===== src/rtl/dma_ctrl_pkg.sv =====
// Shared types and constants for the rotating image-copy DMA controller.
// Holds the FSM state encoding, rotation codes, burst limit and transfer size.
package dma_ctrl_pkg;

    typedef enum logic [2:0] {
        IDLE,
        RD_REQ,
        RD_WAIT,
        WR_REQ,
        WR_WAIT,
        NEXT,
        FIN
    } state_t;

    localparam logic [1:0] ROT_0   = 2'd0;
    localparam logic [1:0] ROT_90  = 2'd1;
    localparam logic [1:0] ROT_180 = 2'd2;
    localparam logic [1:0] ROT_270 = 2'd3;

    localparam logic [4:0] MAX_BURST = 5'd16;
    localparam logic [2:0] SIZE_WORD = 3'b010;

    // Pixels in the next read burst: the rest of the row, capped at MAX_BURST.
    function automatic logic [4:0] burst_len(input logic [15:0] remaining);
        if (remaining > {11'd0, MAX_BURST}) begin
            return MAX_BURST;
        end
        return remaining[4:0];
    endfunction

endpackage


===== src/rtl/dma_ctrl_agen.sv =====
// Pixel offset generator: read offsets and rotated write offsets built from
// row/column accumulators, plus a shift-add W*H computed once per job.
module dma_ctrl_agen
    import dma_ctrl_pkg::*;
(
    input  logic        clk,
    input  logic        rst_n,
    input  logic        init,
    input  logic [15:0] init_width,
    input  logic [15:0] init_height,
    input  logic [1:0]  rot,
    input  logic [15:0] x,
    input  logic [15:0] col,
    input  logic [15:0] y,
    input  logic        pixel_step,
    input  logic        row_step,
    output logic        ready,
    output logic [31:0] rd_off,
    output logic [31:0] wr_off
);

    logic [15:0] width;
    logic [15:0] height;
    logic [31:0] row_base;
    logic [31:0] col_acc;
    logic [31:0] area;
    logic [31:0] mul_a;
    logic [15:0] mul_b;
    logic [31:0] h32;
    logic [31:0] y32;
    logic [31:0] col32;
    logic [31:0] lin_off;

    // row_base tracks y*W, col_acc tracks col*H; area settles to W*H within 16 cycles.
    always_ff @(posedge clk) begin
        if (!rst_n) begin
            width    <= 16'd0;
            height   <= 16'd0;
            row_base <= 32'd0;
            col_acc  <= 32'd0;
            area     <= 32'd0;
            mul_a    <= 32'd0;
            mul_b    <= 16'd0;
        end else if (init) begin
            width    <= init_width;
            height   <= init_height;
            row_base <= 32'd0;
            col_acc  <= 32'd0;
            area     <= 32'd0;
            mul_a    <= {16'd0, init_width};
            mul_b    <= init_height;
        end else begin
            if (mul_b != 16'd0) begin
                if (mul_b[0]) begin
                    area <= area + mul_a;
                end
                mul_a <= mul_a << 1;
                mul_b <= mul_b >> 1;
            end
            if (row_step) begin
                row_base <= row_base + {16'd0, width};
                col_acc  <= 32'd0;
            end else if (pixel_step) begin
                col_acc <= col_acc + {16'd0, height};
            end
        end
    end

    assign ready   = (mul_b == 16'd0);
    assign h32     = {16'd0, height};
    assign y32     = {16'd0, y};
    assign col32   = {16'd0, col};
    assign lin_off = row_base + col32;
    assign rd_off  = row_base + {16'd0, x};

    // Rotations mirror the linear index against W*H or walk columns in steps of H.
    always_comb begin
        wr_off = lin_off;
        case (rot)
            ROT_90:  wr_off = col_acc + h32 - 32'd1 - y32;
            ROT_180: wr_off = area - 32'd1 - lin_off;
            ROT_270: wr_off = area - h32 - col_acc + y32;
            default: wr_off = lin_off;
        endcase
    end

endmodule


===== src/rtl/dma_ctrl.sv =====
// Image copy/rotate DMA sequencer: burst reads of a row chunk, then one write per pixel.
// Build option DMA_CTRL_ROT180_EN enables true 180-degree rotation; without it ROT=2 copies.
module dma_ctrl
    import dma_ctrl_pkg::*;
(
    input  logic        I_CTRL_HCLK,
    input  logic        I_CTRL_HRESET_N,
    input  logic        I_CTRL_START,
    input  logic [31:0] I_CTRL_SRC_ADDR,
    input  logic [31:0] I_CTRL_DST_ADDR,
    input  logic [15:0] I_CTRL_WIDTH,
    input  logic [15:0] I_CTRL_HEIGHT,
    input  logic [1:0]  I_CTRL_ROT,
    input  logic        I_CTRL_DMA_READY,
    output logic        O_CTRL_DMA_START,
    output logic [31:0] O_CTRL_DMA_ADDR,
    output logic [4:0]  O_CTRL_DMA_COUNT,
    output logic [2:0]  O_CTRL_DMA_SIZE,
    output logic        O_CTRL_DMA_WRITE,
    output logic [7:0]  O_CTRL_BUF_ADDR,
    output logic        O_CTRL_BUSY,
    output logic        O_CTRL_DONE
);

    state_t      state;
    logic [31:0] src;
    logic [31:0] dst;
    logic [15:0] width;
    logic [15:0] height;
    logic [1:0]  rot;
    logic [15:0] x;
    logic [15:0] y;
    logic [4:0]  burst;
    logic [4:0]  beat;
    logic [15:0] col;
    logic [4:0]  next_burst;
    logic [1:0]  start_rot;
    logic        init;
    logic        pixel_step;
    logic        row_end;
    logic        row_step;
    logic        agen_ready;
    logic [31:0] rd_off;
    logic [31:0] wr_off;

    assign col             = x + {11'd0, beat};
    assign next_burst      = burst_len(width - x);
    assign init            = (state == IDLE) && I_CTRL_START;
    assign pixel_step      = (state == WR_WAIT) && I_CTRL_DMA_READY;
    assign row_end         = ((x + {11'd0, burst}) == width);
    assign row_step        = (state == NEXT) && row_end;
    assign O_CTRL_DMA_SIZE = SIZE_WORD;

`ifdef DMA_CTRL_ROT180_EN
    assign start_rot = I_CTRL_ROT;
`else
    assign start_rot = (I_CTRL_ROT == ROT_180) ? ROT_0 : I_CTRL_ROT;
`endif

    dma_ctrl_agen agen (
        .clk         (I_CTRL_HCLK),
        .rst_n       (I_CTRL_HRESET_N),
        .init        (init),
        .init_width  (I_CTRL_WIDTH),
        .init_height (I_CTRL_HEIGHT),
        .rot         (rot),
        .x           (x),
        .col         (col),
        .y           (y),
        .pixel_step  (pixel_step),
        .row_step    (row_step),
        .ready       (agen_ready),
        .rd_off      (rd_off),
        .wr_off      (wr_off)
    );

    always_ff @(posedge I_CTRL_HCLK) begin
        if (!I_CTRL_HRESET_N) begin
            state            <= IDLE;
            src              <= 32'd0;
            dst              <= 32'd0;
            width            <= 16'd0;
            height           <= 16'd0;
            rot              <= ROT_0;
            x                <= 16'd0;
            y                <= 16'd0;
            burst            <= 5'd0;
            beat             <= 5'd0;
            O_CTRL_DMA_START <= 1'b0;
            O_CTRL_DMA_ADDR  <= 32'd0;
            O_CTRL_DMA_COUNT <= 5'd0;
            O_CTRL_DMA_WRITE <= 1'b0;
            O_CTRL_BUF_ADDR  <= 8'd0;
            O_CTRL_BUSY      <= 1'b0;
            O_CTRL_DONE      <= 1'b0;
        end else begin
            O_CTRL_DMA_START <= 1'b0;
            O_CTRL_DONE      <= 1'b0;
            case (state)
                IDLE: begin
                    if (I_CTRL_START) begin
                        src         <= I_CTRL_SRC_ADDR;
                        dst         <= I_CTRL_DST_ADDR;
                        width       <= I_CTRL_WIDTH;
                        height      <= I_CTRL_HEIGHT;
                        rot         <= start_rot;
                        x           <= 16'd0;
                        y           <= 16'd0;
                        beat        <= 5'd0;
                        O_CTRL_BUSY <= 1'b1;
                        state       <= (I_CTRL_WIDTH == 16'd0 || I_CTRL_HEIGHT == 16'd0) ? FIN : RD_REQ;
                    end
                end
                RD_REQ: begin
                    O_CTRL_DMA_START <= 1'b1;
                    O_CTRL_DMA_WRITE <= 1'b0;
                    O_CTRL_DMA_ADDR  <= src + (rd_off << 2);
                    O_CTRL_DMA_COUNT <= next_burst;
                    burst            <= next_burst;
                    state            <= RD_WAIT;
                end
                RD_WAIT: begin
                    if (I_CTRL_DMA_READY) begin
                        beat  <= 5'd0;
                        state <= WR_REQ;
                    end
                end
                // The first write of a job may wait here until W*H has settled.
                WR_REQ: begin
                    if (agen_ready) begin
                        O_CTRL_DMA_START <= 1'b1;
                        O_CTRL_DMA_WRITE <= 1'b1;
                        O_CTRL_DMA_COUNT <= 5'd1;
                        O_CTRL_BUF_ADDR  <= {3'd0, beat};
                        O_CTRL_DMA_ADDR  <= dst + (wr_off << 2);
                        state            <= WR_WAIT;
                    end
                end
                WR_WAIT: begin
                    if (I_CTRL_DMA_READY) begin
                        if ((beat + 5'd1) < burst) begin
                            beat  <= beat + 5'd1;
                            state <= WR_REQ;
                        end else begin
                            state <= NEXT;
                        end
                    end
                end
                NEXT: begin
                    beat <= 5'd0;
                    if (row_end) begin
                        x     <= 16'd0;
                        y     <= y + 16'd1;
                        state <= ((y + 16'd1) == height) ? FIN : RD_REQ;
                    end else begin
                        x     <= x + {11'd0, burst};
                        state <= RD_REQ;
                    end
                end
                FIN: begin
                    O_CTRL_DONE <= 1'b1;
                    O_CTRL_BUSY <= 1'b0;
                    state       <= IDLE;
                end
                default: state <= IDLE;
            endcase
        end
    end

endmodule


===== config.mk =====
export PLATFORM = sky130hd
export DESIGN_NAME = dma_ctrl
export DESIGN_NICKNAME = d
export VERILOG_FILES = /design/src/rtl/dma_ctrl_pkg.sv /design/src/rtl/dma_ctrl_agen.sv /design/src/rtl/dma_ctrl.sv
export SDC_FILE = /design/constraint.sdc
export NUM_CORES = 1
export LEC_CHECK = 0
export ABC_AREA = 0
export CAP_MARGIN = 20
export CELL_PAD_IN_SITES_DETAIL_PLACEMENT = 1
export CELL_PAD_IN_SITES_GLOBAL_PLACEMENT = 1
export CORE_MARGIN = 5
export CORE_UTILIZATION = 50
export CTS_CLUSTER_DIAMETER = 100
export DETAILED_ROUTE_END_ITERATION = 7
export PLACE_DENSITY = 0.88
export SETUP_SLACK_MARGIN = 0.15
export SLEW_MARGIN = 30
export SYNTH_ARGS = -nofsm -noshare
export SYNTH_HDL_FRONTEND = slang
export SYNTH_SLANG_ARGS = --single-unit

===== constraint.sdc =====
create_clock -name I_CTRL_HCLK -period 24.2 [get_ports I_CTRL_HCLK]
set_input_delay 7.26 -clock I_CTRL_HCLK [delete_from_list [all_inputs] [get_ports I_CTRL_HCLK]]
set_output_delay 7.26 -clock I_CTRL_HCLK [all_outputs]
set_load 0.05 [all_outputs]

# After elaboration in Yosys (flattened, before gate mapping)
# Index checks and enable logic that the tools add are counted.
op_classes:
  add_sub_neg: 19
  magnitude_cmp: 2
  eq_ne: 18
  muxes: 39
  bitwise: 1
  n_reduce_logical: 25
ops:
  columns: ["operator", "count"]
  rows:
  - ["16-bit two-way mux", 7]
  - ["32-bit adder", 3]
  - ["30-bit by 16-bit adder with 30-bit output", 3]
  - ["30-bit case mux with 3 select lines", 1]
  - ["32-bit by 16-bit adder with 32-bit output", 2]
  - ["16-bit case mux with 2 select lines", 2]
  - ["32-bit case mux with 2 select lines", 1]
  - ["30-bit by 1-bit subtractor with 30-bit output, second input constant", 2]
  - ["30-bit by 16-bit subtractor with 30-bit output", 2]
  - ["30-bit subtractor", 2]
  - ["16-bit logical NOT", 3]
  - ["5-bit two-way mux", 7]
  - ["16-bit by 5-bit adder with 16-bit output", 2]
  - ["16-bit equality test", 2]
  - ["32-bit two-way mux", 1]
  - ["3-bit two-way mux", 8]
  - ["5-bit case mux with 4 select lines", 1]
  - ["3-bit case mux with 6 select lines", 1]
  - ["16-bit by 1-bit adder with 16-bit output, second input constant", 1]
  - ["16-bit by 5-bit greater-than comparator with 1-bit output, second input constant", 1]
  - ["16-bit nonzero test", 1]
  - ["16-bit subtractor", 1]
  - ["2-bit AND reduction", 6]
  - ["5-bit case mux with 2 select lines", 1]
  - ["other kinds (23)", 43]
totals:
  ff_bits: 365
  in_bits: 102
  out_inout_bits: 52

# Longest topological paths before layout
# Gate-level depths: netlist of run 1.
logic_depth:
  depth_word: 7
  depth_mapped: 41

# Cells and area by module
# Synthesis of run 1 repeated with hierarchy kept, for this count alone.
hier_totals:
  cells_unflattened: 4158
  hier_area_um2: 32123.3
by_module_without_submodules:
  columns: ["mod", "n_inst", "cells_each", "area_per_inst_um2"]
  rows:
  - ["dma_ctrl_agen", 1, 2449, 18913.1]
  - ["dma_ctrl", 1, 1709, 13210.2]

# Worst setup path after synthesis of run 1
# No wires, ideal clock.
synth_path:
  kind: "in2reg"
  start: "input port I_CTRL_START"
  end: "register src[21]"
  arrival_time_ns: 8.514
  path_slack_ns: 15.616
  cell_stages: 7
  n_path_buf: 3
  path_cell_list: "nand2_1 > nor3_1 > clkbuf_1 > clkbuf_1 > buf_1 > nand2_1 > a21oi_1"
synth_between:
  elab_chain_len: 1
synth_lines:
  columns: ["item", "line", "source"]
  rows:
  - ["start, declared", "dma_ctrl.sv:8", "input logic I_CTRL_START,"]
  - ["2-bit AND reduction (no source line)", null, null]
  - ["end signal, assigned", "dma_ctrl.sv:80", "src <= 32'd0;"]
  - ["end signal, assigned", "dma_ctrl.sv:102", "src <= I_CTRL_SRC_ADDR;"]
  - ["end, declared", "dma_ctrl.sv:26", "logic [31:0] src;"]
# No other way between the ends.
# A chain may end at the register's enable or synchronous reset.

# Final worst setup path of run 1
layout_path:
  start: "input port I_CTRL_START"
  end: "register agen.area[28]"
layout_between:
  elab_chain_len: 2
layout_lines:
  columns: ["item", "line", "source"]
  rows:
  - ["1-bit logical AND", "dma_ctrl.sv:48", "assign init = (state == IDLE) && I_CTRL_START;"]
  - ["2-bit OR reduction (no source line)", null, null]
  - ["end signal, assigned", "dma_ctrl_agen.sv:55", "area <= area + mul_a;"]
  - ["end, declared", "dma_ctrl_agen.sv:26", "logic [31:0] area;"]
# No other way between the ends.

==> flow_metrics.tcl, run 1 <==
set metrics [dict create \
    synth.area.top_cells "dfxtp_1 (23%), ha_1 (13%), a21oi_1 (7.2%), nand2_1 (6.6%), xnor2_1 (6.5%)" \
    pre_cts_slack_ns 13.92 \
    hold_viol 0 \
    grt_overflow 0 \
    cap_violations 0 \
    drt-initial-drc-count 2001 \
    cts_max_level 2 \
    critPathLaunchType "input pin" \
    fmax_mhz 102.1 \
    cts_tree "done" \
    vdd_drop_max_v 0.00006631 \
    period_share_pct 40.48 \
    first_global_vias 28890 \
    postRouteAntennaNets 0 \
    cp_num_cells 7 \
    critical_path.top_delay_family "simple AND/OR/NAND/NOR gates" \
    cp.required_ns 24.62 \
    hold_class "reg2reg" \
    grtUsageTotal_pct 32.20 \
    netlist_instances 3659 \
    crit_buf_inv 2 \
    post-dp-hpwl_um 76470 \
    max_stage_delay_ns 0.92 \
    slew_violations 0 \
    status "finished, final reports clean" \
    timing.final.ws_setup_ns 14.40 \
    routed_wl_um 101300 \
    drtPass1Iterations 5 \
    cts_hold_buf 0 \
    fin_crit_ns 9.797 \
    die_w_um 247.6 \
    syn_area_um2 28240 \
    dieArea_um2 61320 \
    rr_worst_depth 36 \
    drc_errors 0 \
    start_util_pct 50.27 \
    portBuffers 147 \
    numCtsBuffers 41 \
    syn_avg_cell_area_um2 7.717 \
    crit_fanout 43 \
    power.density_nw_per_um2 70.69 \
    dp_cells 4437 \
    hold_ws_ns 0.4581 \
    coreArea_um2 56170 \
    worstPathArrival_ns 10.22 \
    rsz0062_at_grt "false" \
    ys_seq_area_share_pct 23.04 \
    antennaDiodeCount 0 \
    synth_edf_count 0 \
    synthDistinctLibCells 95 \
    finalCoreUtilization_pct 56.52 \
    synth_seq_cells 325 \
    areaGrowthSynthToFinish_pct 12.43 \
    dpl_cell_area_um2 30310 \
    nets 4173 \
    clock_path_buffers 3 \
    post_cts_resized 0 \
    clk_pin_slew_ns 0.06 \
    std_cell_rows 87 \
    min_path_cells 2 \
    avgViaCountPerCell 6.176 \
    vias 27860 \
    setup_viol 0 \
    end_kind "register" \
    total_leakage_power_nw 13.69 \
    drive_gt1_share_pct 4.874 \
    wl_per_cell_um 22.45 \
    ios 154 \
    relSlewSlack_pct 37.53 \
    slowest_stage "nand2_2" \
    synth_top_area_cell "dfxtp_1" \
    final_cells 4511 \
    gp_congestion 0.9195 \
    grt_pass1_wl_um 158400 \
    synth_ff_type "dfxtp_1" \
    ys_async_sr_fraction_pct 0 \
    antenna_found_initial 2 \
    fin_area_um2 31750 \
    synth_top_cell_area_share_pct 23.04 \
    grt_max_degree 175 \
    finalPower_mw 2.244 \
    cts_setup_buffers 0 \
    fin_skew_ns 0.02977 \
    fin_tns_setup_ns 0 \
    worst_pin_slew_ns 0.9272 \
    dieHeight_um 247.6 \
    path_cells "clkdlybuf4s50_1 -> nand3_4 -> nand2_2 -> buf_4 -> nor3_1 -> mux2i_1 -> o311ai_0" \
    worstSkewPairLatency_ns 0.60 \
    root_buffer "clkbuf_16" \
    synth_warnings 0 \
    critPathKind "in2reg" \
    cts.sinks 325 \
]
## worst register-to-register path, delay by kind of cell (launching register included)
family | cells | cell delay [ns]
multiplexers | 1 | 0.50
adder cells (fa/ha/maj) | 4 | 1.28
buffers and inverters | 1 | 0.09
XOR/XNOR | 3 | 0.53
AO/OA/AOI/OAI | 22 | 5.48
AND/OR/NAND/NOR | 5 | 1.20
flip-flops | 1 | 0.59
## per-layer routing
| metal | track usage (%) | up-vias | part of all wire, % |
|---|---|---|---|
| met2 | 53.69 | 926 | 46 |
| met3 | 5.018 | 278 | 6.4 |
| li1 | - | 13120 | - |
| met5 | 0 | - | 0.013 |
| met4 | 15.93 | 2 | 5.6 |
| met1 | 40.66 | 13530 | 42 |
## final timing paths
path | start | to | slack, ns
max | I_CTRL_START | agen.area[28] | 14.40
min | agen.mul_b[9] | agen.mul_b[8] | 0.46
max reg2reg | x[1] | O_CTRL_DMA_ADDR[31] | 14.40
min reg2reg | agen.mul_b[9] | agen.mul_b[8] | 0.46
## synthesized netlist by cell type (all sizes together) (9+ instances only)
cell type / count
a21oi: 408
o21a: 33
a31oi: 37
o211ai: 33
o21ai: 162
nor3: 69
o31ai: 22
fa: 44
clkbuf: 126
or3: 26
xnor2: 209
inv: 196
nand2: 499
nand3: 94
a211oi: 45
a31o: 9
nand4: 32
mux2i: 46
nor2b: 28
a22oi: 16
nor4: 35
buf: 32
a21o: 104
a211o: 10
and2: 11
o21bai: 24
a21boi: 16
o311ai: 11
or2: 19
dfxtp: 325
nor2: 291
and3: 35
ha: 303
o41ai: 11
a2111oi: 13
a311oi: 17
nand2b: 26
mux2: 16
xor2: 106
## placed cells by master, fill, tap and decap left out, types with 13 or more instances in the layout
cell,count
o31ai_1,22
buf_4,27
ha_1,303
o21a_1,33
a22oi_1,16
and3_1,35
nor2_1,289
nand2_1,497
xnor2_1,209
or2_2,19
dfxtp_1,322
a21boi_0,13
a21o_1,104
a31oi_1,37
a211oi_1,42
nand4_1,32
clkdlybuf4s50_1,147
o21ai_0,152
clkbuf_16,42
nand2b_1,26
mux2i_1,46
o211ai_1,32
nor4_1,34
or3_1,26
fa_1,44
a21oi_1,405
nand3_1,93
o21bai_1,24
a311oi_1,17
inv_1,193
mux2_2,16
nor2b_1,28
nor3_1,67
xor2_1,106
## state kept, by name, summed over array words and instances, names as in the netlist, 16 cells and up
name,count
x,16
agen.col_acc,30
dst,32
O_CTRL_DMA_ADDR,32
agen.mul_a,30
y,16
agen.row_base,30
src,32
height,16
agen.area,30
width,16
agen.mul_b,16
## kinds of logic after synthesis
family,synth area share (%)
AOI/OAI and AO/OA,23.41
xor gates and xnor gates,9.851
adders and majority gates,16.55
buffers and inverters,4.901
DFF,23.04
muxes,2.907
other,0.02660
and+or+nand+nor,19.32
## power breakdown
part | switching, mW | internal [mW]
Clock | 0.272 | 0.394
Sequential | 0.0529 | 0.584
Combinational | 0.600 | 0.342
## final cells by class
cell class | count | area (um^2)
fill | 6997 | 24420
multi-input combinational | 2980 | 20400
sequential | 325 | 6510
timing repair buffer | 176 | 1705
clock buffer | 58 | 1211
tap | 756 | 945.9
inverter | 200 | 755.7
clock inverter | 16 | 217.7
Note: power is estimated with default switching activity, not from simulation.
==> inputs of run 2 (changes only) <==
- CORE_UTILIZATION: 50 -> 42
- PLACE_DENSITY: 0.88 -> 0.79
- clock period: 24.2 -> 8.61 ns (I/O delays scaled with it)
==> run 2 against run 1 <==
  * Combinational power grew to 2.8 times the previous value
  * Setup slack worse by 14 ns
  * Cell area is 2.1% higher
  * Clock-buffer cell count is 9 lower
  * Clock power grew to 3.1 times the previous value
  * Wire length increased by 1.1%
  * Hold slack got worse by 0.0065 ns
  * Die area is 18% higher
  * Power grew to 2.9 times the previous value
  * Via count decreased by 1.1%
  * Sequential power grew to 2.8 times the previous value
  * First-iteration DRC count is 1.0% higher
  * Highest routed layer is now met4
==> flow_metrics.tcl, run 2 (synthesis gave the netlist of run 1 again) <==
set metrics [dict create \
    finalCoreUtilization_pct 48.43 \
    fin_skew_ns 0.01853 \
    vdd_drop_max_v 0.0001576 \
    status "finished, final reports clean" \
    drc_errors 0 \
    drtPass1Iterations 5 \
    layout_commonest_cell "nand2_1" \
    timing.final.ws_setup_ns 0.4648 \
    end_kind "register" \
    first_global_vias 27710 \
    pre_cts_slack_ns -0.2088 \
    ios 154 \
    clock_path_buffers 3 \
    min_path_cells 2 \
    period_share_pct 94.60 \
    fin_crit_ns 8.145 \
    avgViaCountPerCell 5.922 \
    dieArea_um2 72510 \
    fmax_mhz 122.8 \
    wl_per_cell_um 22.01 \
    nets 4195 \
    grt_max_degree 70 \
    start_util_pct 42.19 \
    r2r_start "beat[1]" \
    antenna_found_initial 1 \
    critPathKind "reg2reg" \
    largestRegisters "O_CTRL_DMA_ADDR x32, dst x32, src x32" \
    dieHeight_um 269.3 \
    grt_overflow 0 \
    slowest_stage "or4b_2" \
    cpMostUsedCell "a21oi_2" \
    slew_violations 0 \
    cap_violations 0 \
    post-dp-hpwl_um 79520 \
    hold_class "reg2reg" \
    portBuffers 147 \
    hold_ws_ns 0.4515 \
    gp_congestion 0.9382 \
    worstPathArrival_ns 8.58 \
    root_buffer "clkbuf_16" \
    min_from "O_CTRL_DMA_COUNT[2]" \
    routed_wl_um 102400 \
    std_cell_rows 95 \
    total_leakage_power_nw 13.88 \
    final_cell_mix "nand2_1 (496), a21oi_1 (402), dfxtp_1 (321)" \
    worst_pin_slew_ns 1.068 \
    rr_worst_depth 36 \
    grtUsageTotal_pct 27.04 \
    areaGrowthSynthToFinish_pct 14.77 \
    cts.sinks 325 \
    multiInputGateArea_um2 20630 \
    cts_max_level 2 \
    coreArea_um2 66920 \
    r2r_slack_ns 0.46 \
    regArea_um2 6511 \
    postRouteAntennaNets 0 \
    die_w_um 269.3 \
    drt-initial-drc-count 2021 \
    drive_gt1_share_pct 6.485 \
    max_stage_delay_ns 0.62 \
    cts_tree "done" \
    whs_endpoint "O_CTRL_DMA_COUNT[2]" \
    numCtsBuffers 41 \
    power.density_nw_per_um2 200.0 \
    cp.required_ns 9.04 \
    hold_viol 0 \
    critPathLaunchType "register" \
    relSlewSlack_pct 28.67 \
    n_fill_cell 8201 \
    vias 27550 \
    setup_viol 0 \
    worstSkewPairLatency_ns 0.58 \
    grt_pass1_wl_um 159700 \
    clk_pin_slew_ns 0.07 \
    crit_fanout 6 \
    reg2reg_to "O_CTRL_DMA_ADDR[31]" \
]
[run 2: stage by stage]
stage          cell area, um^2  TNS [ns]  total power [mW]  std cells
6_report                 32410         0             6.483       4652
5_1_grt                  32400  -0.02781             6.816       4651
4_1_cts                  32170         0             6.484       4646
3_5_place_dp             30570   -0.2088             4.412       4570
3_3_place_gp             30560         0             4.359       4570
2_1_floorplan            28250         0             3.551       3663
[run 2: area by class of cell]
type,instances,area share (%)
clock buffer,49,3.452
clock inverter,26,1.363
antenna,1,0.007722
inverter,200,2.332
sequential,325,20.09
timing repair buffer,198,5.722
tap,873,3.371
multi-input combinational,2980,63.66
[run 2: repair_timing]
| action | in CTS | in global routing |
|---|---|---|
| buffers inserted | 1 | 5 |
| endpoints found under the setup margin | 2 | 6 |
| hold buffers | 0 | 0 |
| gates resized for setup | 7 | 39 |
| pin swaps | 1 | 12 |
[run 2: critical path, delay by kind of cell, from the launching register on]
family	cells	cell delay (ns)
buffers and inverters	1	0.07
xor gates and xnor gates	3	0.44
and+or+nand+nor	5	1.13
adders and majority gates	4	1.20
AOI/OAI and AO/OA	22	4.32
muxes	1	0.49
DFF	1	0.36
[run 2: per-layer routing]
layer / share of wire (%) / track usage (%)
met1: 45 / 36.45
met2: 47 / 45.53
met3: 5.4 / 3.316
met4: 3.3 / 8.251
met5: 0 / 0
[run 2: worst max path at each step]
stage,from,end,slack [ns],depth (start not counted)
global placement,beat[0],O_CTRL_DMA_ADDR[31],0.15,37
CTS,beat[1],O_CTRL_DMA_ADDR[31],0.16,37
global route,beat[0],O_CTRL_DMA_ADDR[31],-0.03,39
floorplan,beat[0],O_CTRL_DMA_ADDR[31],0.67,37
detailed placement,beat[1],O_CTRL_DMA_ADDR[31],-0.21,36
finish,beat[1],O_CTRL_DMA_ADDR[31],0.46,36
[run 2: where the power goes]
group | total [mW] | leakage, nW | internal, mW | switching [mW]
sequential | 1.79 | 2.64 | 1.64 | 0.152
clock | 2.04 | 0.745 | 1.27 | 0.771
combinational | 2.65 | 10.5 | 0.984 | 1.67
